===== src/rtl/scan_control_unit_if.sv =====
// Control/status bundle between the scan controller, the y/s data path and
// the top-level start/done handshake.
interface scan_control_unit_if;
   logic       start;
   logic       b;
   logic       y_inc;
   logic       busy;
   logic       done;
   logic [1:0] y_select_next;
   logic [1:0] s_step;
   logic       y_en;
   logic       s_en;
   logic       y_store_x;
   logic       s_add;
   logic       s_zero;

   // Controller side.
   modport master (
      input  start, b, y_inc,
      output busy, done, y_select_next, s_step,
             y_en, s_en, y_store_x, s_add, s_zero
   );

   // Data path / handshake side.
   modport slave (
      output start, b, y_inc,
      input  busy, done, y_select_next, s_step,
             y_en, s_en, y_store_x, s_add, s_zero
   );
endinterface


===== src/rtl/scan_control_unit.sv =====
// Bit-scan accumulate controller: sequences the y/s data path through
// LOAD, N_STEPS scan iterations and a one-cycle DONE pulse per start.
module scan_control_unit #(
   parameter int N_STEPS = 8,
   parameter int CNT_W   = 3
) (
   input  logic                  clk,
   input  logic                  rst,
   scan_control_unit_if.master   ctl
);

   typedef enum logic [2:0] {
      IDLE = 3'd0,
      LOAD = 3'd1,
      SCAN = 3'd2,
      ADD  = 3'd3,
      STEP = 3'd4,
      DONE = 3'd5
   } state_t;

   localparam logic [CNT_W-1:0] LAST_ITER = CNT_W'(N_STEPS - 1);

   state_t           state_reg, state_next;
   logic [CNT_W-1:0] cnt_reg, cnt_next;

   always_ff @(posedge clk) begin
      if (rst) begin
         state_reg <= IDLE;
         cnt_reg   <= '0;
      end else begin
         state_reg <= state_next;
         cnt_reg   <= cnt_next;
      end
   end

   always_comb begin
      state_next        = state_reg;
      cnt_next          = cnt_reg;
      ctl.busy          = 1'b1;
      ctl.done          = 1'b0;
      ctl.y_select_next = 2'd0;
      ctl.s_step        = 2'd0;
      ctl.y_en          = 1'b0;
      ctl.s_en          = 1'b0;
      ctl.y_store_x     = 1'b0;
      ctl.s_add         = 1'b0;
      ctl.s_zero        = 1'b0;

      case (state_reg)
         IDLE: begin
            ctl.busy = 1'b0;
            if (ctl.start) state_next = LOAD;
         end
         LOAD: begin
            ctl.y_store_x = 1'b1;
            ctl.y_en      = 1'b1;
            ctl.s_en      = 1'b1;
            ctl.s_zero    = 1'b1;
            ctl.s_add     = 1'b1;
            cnt_next      = '0;
            state_next    = SCAN;
         end
         SCAN: begin
            state_next = ctl.b ? ADD : STEP;
         end
         ADD: begin
            ctl.y_select_next = 2'd2;
            ctl.y_en          = 1'b1;
            state_next        = STEP;
         end
         STEP: begin
            ctl.s_en   = 1'b1;
            ctl.s_add  = 1'b1;
            ctl.s_step = 2'd1;
            // The y+1 correction lands in the same cycle as the s advance.
            if (ctl.y_inc) begin
               ctl.y_select_next = 2'd1;
               ctl.y_en          = 1'b1;
            end
            if (cnt_reg == LAST_ITER) begin
               state_next = DONE;
            end else begin
               cnt_next   = cnt_reg + CNT_W'(1);
               state_next = SCAN;
            end
         end
         DONE: begin
            ctl.done   = 1'b1;
            state_next = IDLE;
         end
         default: begin
            ctl.busy   = 1'b0;
            state_next = IDLE;
         end
      endcase
   end

endmodule


===== src/flat_wrapper.sv =====
// flat-port wrapper written by rule: the top's interface ports become plain ports
module scan_control_unit_flat 
#(
   parameter int N_STEPS = 8,
   parameter int CNT_W   = 3
)
  (clk, rst, ctl_start, ctl_b, ctl_y_inc, ctl_busy, ctl_done, ctl_y_select_next, ctl_s_step, ctl_y_en, ctl_s_en, ctl_y_store_x, ctl_s_add, ctl_s_zero);
  scan_control_unit_if ctl_i ();
  input  logic clk;
  input  logic rst;
  input wire logic [$bits(ctl_i.start)-1:0] ctl_start;
  input wire logic [$bits(ctl_i.b)-1:0] ctl_b;
  input wire logic [$bits(ctl_i.y_inc)-1:0] ctl_y_inc;
  output wire logic [$bits(ctl_i.busy)-1:0] ctl_busy;
  output wire logic [$bits(ctl_i.done)-1:0] ctl_done;
  output wire logic [$bits(ctl_i.y_select_next)-1:0] ctl_y_select_next;
  output wire logic [$bits(ctl_i.s_step)-1:0] ctl_s_step;
  output wire logic [$bits(ctl_i.y_en)-1:0] ctl_y_en;
  output wire logic [$bits(ctl_i.s_en)-1:0] ctl_s_en;
  output wire logic [$bits(ctl_i.y_store_x)-1:0] ctl_y_store_x;
  output wire logic [$bits(ctl_i.s_add)-1:0] ctl_s_add;
  output wire logic [$bits(ctl_i.s_zero)-1:0] ctl_s_zero;
  assign ctl_i.start = ctl_start;
  assign ctl_i.b = ctl_b;
  assign ctl_i.y_inc = ctl_y_inc;
  assign ctl_busy = ctl_i.busy;
  assign ctl_done = ctl_i.done;
  assign ctl_y_select_next = ctl_i.y_select_next;
  assign ctl_s_step = ctl_i.s_step;
  assign ctl_y_en = ctl_i.y_en;
  assign ctl_s_en = ctl_i.s_en;
  assign ctl_y_store_x = ctl_i.y_store_x;
  assign ctl_s_add = ctl_i.s_add;
  assign ctl_s_zero = ctl_i.s_zero;
  scan_control_unit #(.N_STEPS(N_STEPS), .CNT_W(CNT_W)) u_core (.clk(clk), .rst(rst), .ctl(ctl_i));
endmodule

===== config.mk =====
export PLATFORM = sky130hd
export DESIGN_NAME = scan_control_unit_flat
export DESIGN_NICKNAME = d
export VERILOG_FILES = /design/src/rtl/scan_control_unit_if.sv /design/src/rtl/scan_control_unit.sv /design/src/flat_wrapper.sv
export SDC_FILE = /design/constraint.sdc
export NUM_CORES = 1
export LEC_CHECK = 0
export ABC_CLOCK_PERIOD_IN_PS = 3900
export CAP_MARGIN = 30
export CORE_AREA = 3 3 40 42
export DETAILED_ROUTE_END_ITERATION = 12
export DIE_AREA = 0 0 43 45
export GPL_TIMING_DRIVEN = 0
export SKIP_CTS_REPAIR_TIMING = 1
export SLEW_MARGIN = 10
export SYNTH_ARGS = -nofsm -noshare
export SYNTH_HDL_FRONTEND = slang
export SYNTH_SLANG_ARGS = --single-unit

===== constraint.sdc =====
create_clock -name clk -period 3.9 [get_ports clk]
set_input_delay 0.39 -clock clk [delete_from_list [all_inputs] [get_ports clk]]
set_output_delay 0.39 -clock clk [all_outputs]
set_load 0.01 [all_outputs]

# Word level (Yosys, flattened, before mapping)
# Index checks and enable logic that the tools add are counted.
[word_totals]
ff_bits = 6
word_cells = 32
input_bits = 5
out_inout_bits = 11
[op_classes]
n_mux = 15
n_eq_ne = 8
addsub = 1
reduce_logical = 6
[op_table]
columns = ["cell", "count"]
rows = [
  ["$pmux 3 s5", 1],
  ["$mux 3", 4],
  ["$eq 3x3->1 const B", 3],
  ["$mux 1", 7],
  ["$eq 3x2->1 const B", 2],
  ["$pmux 3 s2", 1],
  ["$reduce_or 5->1", 1],
  ["$ne 2x2->1 const B", 2],
  ["$pmux 2 s2", 1],
  ["$reduce_or 2->1", 2],
  ["$add 3x1->3 const B", 1],
  ["$eq 3x1->1 const B", 1],
  ["$logic_not 3->1", 1],
  ["$pmux 1 s2", 1],
  ["$reduce_and 2->1", 1],
  ["$reduce_bool 2->1", 1],
]

# Longest topological paths before layout
# Gate-level depths: netlist (run 1).
[depth]
word_depth = 3
mapped_depth = 5
depth_no_buf = 5

# Worst setup path before layout (run 1)
# No wires, ideal clock.
[synth_timing]
kind = "reg2out"
from = "register u_core.state_reg[1]"
to = "output port ctl_y_en"
path_buffers = 1
setup_slack_ps = 2359
path_stages_with_launch = 5
required_ps = 3510
arrival_time_ps = 1151
path_cell_list = "dfxtp_1 -> buf_2 -> nor3b_2 -> and2_1 -> a21o_1"
[synth_between]
elab_chain_cells = 3
elab_cells_between_ends = 5
classes_between = "3 x eq/ne; 1 x mux; 1 x reduce/logical"
[synth_rtl]
columns = ["item", "line_no", "rtl"]
rows = [
  ["start, declared", "scan_control_unit.sv:23", "state_t state_reg, state_next;"],
  ["start signal, assigned", "scan_control_unit.sv:31", "state_reg <= state_next;"],
  ["$eq 3x1->1 / $eq 3x2->1 (equally long branches)", "scan_control_unit.sv:49", "case (state_reg)"],
  ["$reduce_or 2->1 (no source line)", "--", ""],
  ["$pmux 1 s2 (*)", "scan_control_unit.sv:49", ""],
  ["end, declared", "flat_wrapper.sv:18", "output wire logic [$bits(ctl_i.y_en)-1:0] ctl_y_en;"],
]
# Every way passes the cells marked *; elsewhere a longest branch is shown, timed or not.

# Final worst setup path (run 1)
[layout_timing]
from = "register u_core.state_reg[0]"
to = "output port ctl_s_en"
[layout_between]
elab_chain_cells = 3
elab_cells_between_ends = 4
classes_between = "2 x eq/ne; 1 x mux; 1 x reduce/logical"
[layout_rtl]
columns = ["item", "line_no", "rtl"]
rows = [
  ["$eq 3x1->1 / $eq 3x3->1 (equally long branches)", "scan_control_unit.sv:49", ""],
  ["$reduce_or 2->1 (no source line) (*)", "--", ""],
  ["$mux 1 (*)", "scan_control_unit.sv:49", ""],
  ["end, declared", "flat_wrapper.sv:19", "output wire logic [$bits(ctl_i.s_en)-1:0] ctl_s_en;"],
]
# Marked as above.

==> key figures, run 1 <==
Place
  – Port bufs: 14
  – Routability Congestion: 0.7906
  – Detailed placement HPWL: 709.2 µm

Logic synthesis
  – Synth top area cells: dfxtp_1 (29%), a21oi_1 (7.2%), ha_1 (6.0%), nand2b_1 (6.0%), buf_4 (5.4%)
  – Flops & latches, synth: 6
  – Ys async rst share: 0%
  – Ys Warns: 0
  – Post-Syn Nets: 59
  – Cells after Synth: 52
  – Netlist Area Pre-Place: 417.9 µm²
  – Avg Cell Area, Syn: 8.037 µm²
  – EDFF count, synth: 0
  – Yosys top cell area share: 28.74%
  – Synth cell types: 27
  – Yosys top cell by area: dfxtp_1
  – Synth top cells by count: a21oi_1 (6), dfxtp_1 (6), nand2b_1 (4)
  – Ys flop type: dfxtp_1
  – Post-synthesis sequential area ratio: 28.74%

Critical path
  – CP startpoint: u_core.state_reg[0]$_SDFFE_PP0P_
  – Critical Path End: ctl_s_en
  – Crit Path Class: reg2out
  – Flop2flop setup slack: 2.38 ns
  – Worst r2r src: u_core.cnt_reg[0]$_SDFFE_PP0P_
  – CP Data Required Time: 3.51 ns
  – CP Capture Type: output pin
  – Critical path arrival: 1.90 ns
  – CP Max Fanout: 6
  – R2R depth: 5
  – Worst r2r dst: u_core.cnt_reg[1]$_SDFFE_PP0P_
  – Startpoint types: flip-flop

STA
  – Skew final: 0.002022 ns
  – Final period utilization: 58.65%
  – Final Setup Violations: 0
  – Max-slew violation count: 0
  – Setup TNS: 0 ns
  – Unrepaired setup endpoints after global routing: false
  – Final hold vios: 0
  – Hold WS: 0.4724 ns
  – Fmax: 0.4372 GHz
  – Final Critical Period: 2.287 ns

Die
  – Die Area: 0.001935 mm²
  – Ports: 16
  – Die Y: 45 µm
  – Core ar.: 0.001285 mm²
  – Initial Util: 32.52%
  – Rows: 13
  – Die W: 43 µm

Detailed routing
  – WL/cell: 10.87 µm
  – DR vias/cell: 4.619
  – Drt first pass iters: 2
  – Routed WL: 913 µm
  – Routed Antenna Nets: 0
  – Vias: 388
  – Iter 0 DRT Violations: 4
  – DRC Markers: 0

CTS
  – CTS root buf: clkbuf_4
  – TritonCTS clock tree: built
  – Clk sinks: 6
  – Num CTS Buffers: 3
  – Worst-skew pair later-pin latency: 0.24 ns
  – Htree depth: 1
  – Maximum clock insertion buffer count: 2
  – Clock-pin slew on the worst setup and hold paths: 0.05 ns

Layout
  – Final net count: 78
  – Final Util: 46.64%
  – Filler instances: 129
  – Synth-to-Final Area Change: 43.41%
  – # diodes: 0
  – Layout cells sized above 1: 17.39%

Global route
  – Pin count of the biggest net entering global routing: 11
  – Wire length of the first global-routing pass: 1635 µm
  – Vias in the first global route: 364
  – Initial antenna violation count: 0
  – GRT Overall Usage: 11.07%
  – Gr ovfl total: 0

Worst hold path
  – Min-delay worst type: reg2reg
  – Worst hold path stage count: 2

Flow run
  – Max Cap Violations: 0

Pwr
  – Power Density: 317.7 mW/mm²
  – Leak: 0.0002562 µW
  – Worst VDD drop: 0.1963 mV

Outcome
  – Status: completed
==> routing by layer <==
metal	vias up	GRT usage [%]	routed length, µm
li1	212	-	-
met1	171	14.94	449
met2	5	16.77	447
met3	0	2.390	17
met4	0	5.422	0
met5	-	0	0
==> worst min-delay path by stage <==
stage,start,to,slack (ns)
2_1_floorplan,u_core.cnt_reg[1]$_SDFFE_PP0P_,u_core.cnt_reg[1]$_SDFFE_PP0P_,0.45
3_3_place_gp,u_core.cnt_reg[2]$_SDFFE_PP0P_,u_core.cnt_reg[2]$_SDFFE_PP0P_,0.46
3_5_place_dp,u_core.cnt_reg[1]$_SDFFE_PP0P_,u_core.cnt_reg[1]$_SDFFE_PP0P_,0.47
4_1_cts,u_core.cnt_reg[1]$_SDFFE_PP0P_,u_core.cnt_reg[1]$_SDFFE_PP0P_,0.48
5_1_grt,u_core.cnt_reg[0]$_SDFFE_PP0P_,u_core.cnt_reg[0]$_SDFFE_PP0P_,0.52
6_report,u_core.cnt_reg[1]$_SDFFE_PP0P_,u_core.cnt_reg[1]$_SDFFE_PP0P_,0.47
==> cells in the final DEF (no fill, tap or decap), types with 3 or more instances in the layout <==
cell and instances:
nor2_1 3, a21oi_1 6, clkbuf_4 3, nand2_1 3, nand2b_1 4, dfxtp_1 6, clkdlybuf4s50_1 14, nand3_1 3
buf_4 3
==> through the flow <==
step                      total power [µW]  area, µm²  worst slack, ns  instances
after floorplan                      104.7      417.9            2.359         52
after global placement               134.9      576.8            1.853         81
after detailed placement             135.1      576.8            1.853         81
after CTS                            193.9      599.3            1.589         84
after global routing                 203.8      599.3            1.468         84
final                                190.4      599.3            1.613         84
==> kinds of logic after synthesis <==
logic type | after synthesis | share of synthesized area [%]
other cells | 1 | 0.8973
fa+ha+maj | 2 | 5.987
simple gates | 24 | 37.43
flops | 6 | 28.74
buf+inv | 9 | 13.17
compound gates | 10 | 13.77
==> layout make-up <==
| class | count | area (µm²) | share of cell area (%) |
|---|---|---|---|
| Buffer | 7 | 47.55 | 7.933 |
| Clock buffer | 3 | 22.52 | 3.758 |
| Inverter | 2 | 7.507 | 1.253 |
| Multi-Input combinational cell | 37 | 242.7 | 40.50 |
| Sequential cell | 6 | 120.1 | 20.04 |
| Tap cell | 15 | 18.77 | 3.132 |
| Timing Repair Buffer | 14 | 140.1 | 23.38 |
==> critical path, stage by stage (launching register included) <==
cell             delay [ns]
dfxtp_1                0.38
or3b_1                 0.35
clkbuf_1               0.18
nand2b_1               0.12
buf_4                  0.10
clkdlybuf4s50_1        0.52
==> where the power goes <==
group	total, µW	internal [µW]	switching (µW)	leakage (µW)
clock network	57.2	34.8	22.3	0.0000138
logic	65.9	38.0	27.9	0.000194
registers	67.4	64.4	3.04	0.0000487
total	190	137	53.3	0.000256
(Power assumes the default switching activity.)
==> inputs of run 2 (changes only) <==
- ABC_CLOCK_PERIOD_IN_PS: 3900 -> 2400
- clock period: 3.9 -> 2.4 ns (I/O delays scaled with it)
==> results of run 2 <==
The final DEF is identical to that of run 1. Status: completed.
Among the figures that moved: setup slack after placement 1.853 ns -> 0.5030 ns; setup slack after layout 1.613 ns -> 0.2628 ns; register-to-register setup slack 2.38 ns -> 0.88 ns; total power 190.4 µW -> 309.4 µW; worst IR drop on VDD 0.1963 mV -> 0.3190 mV
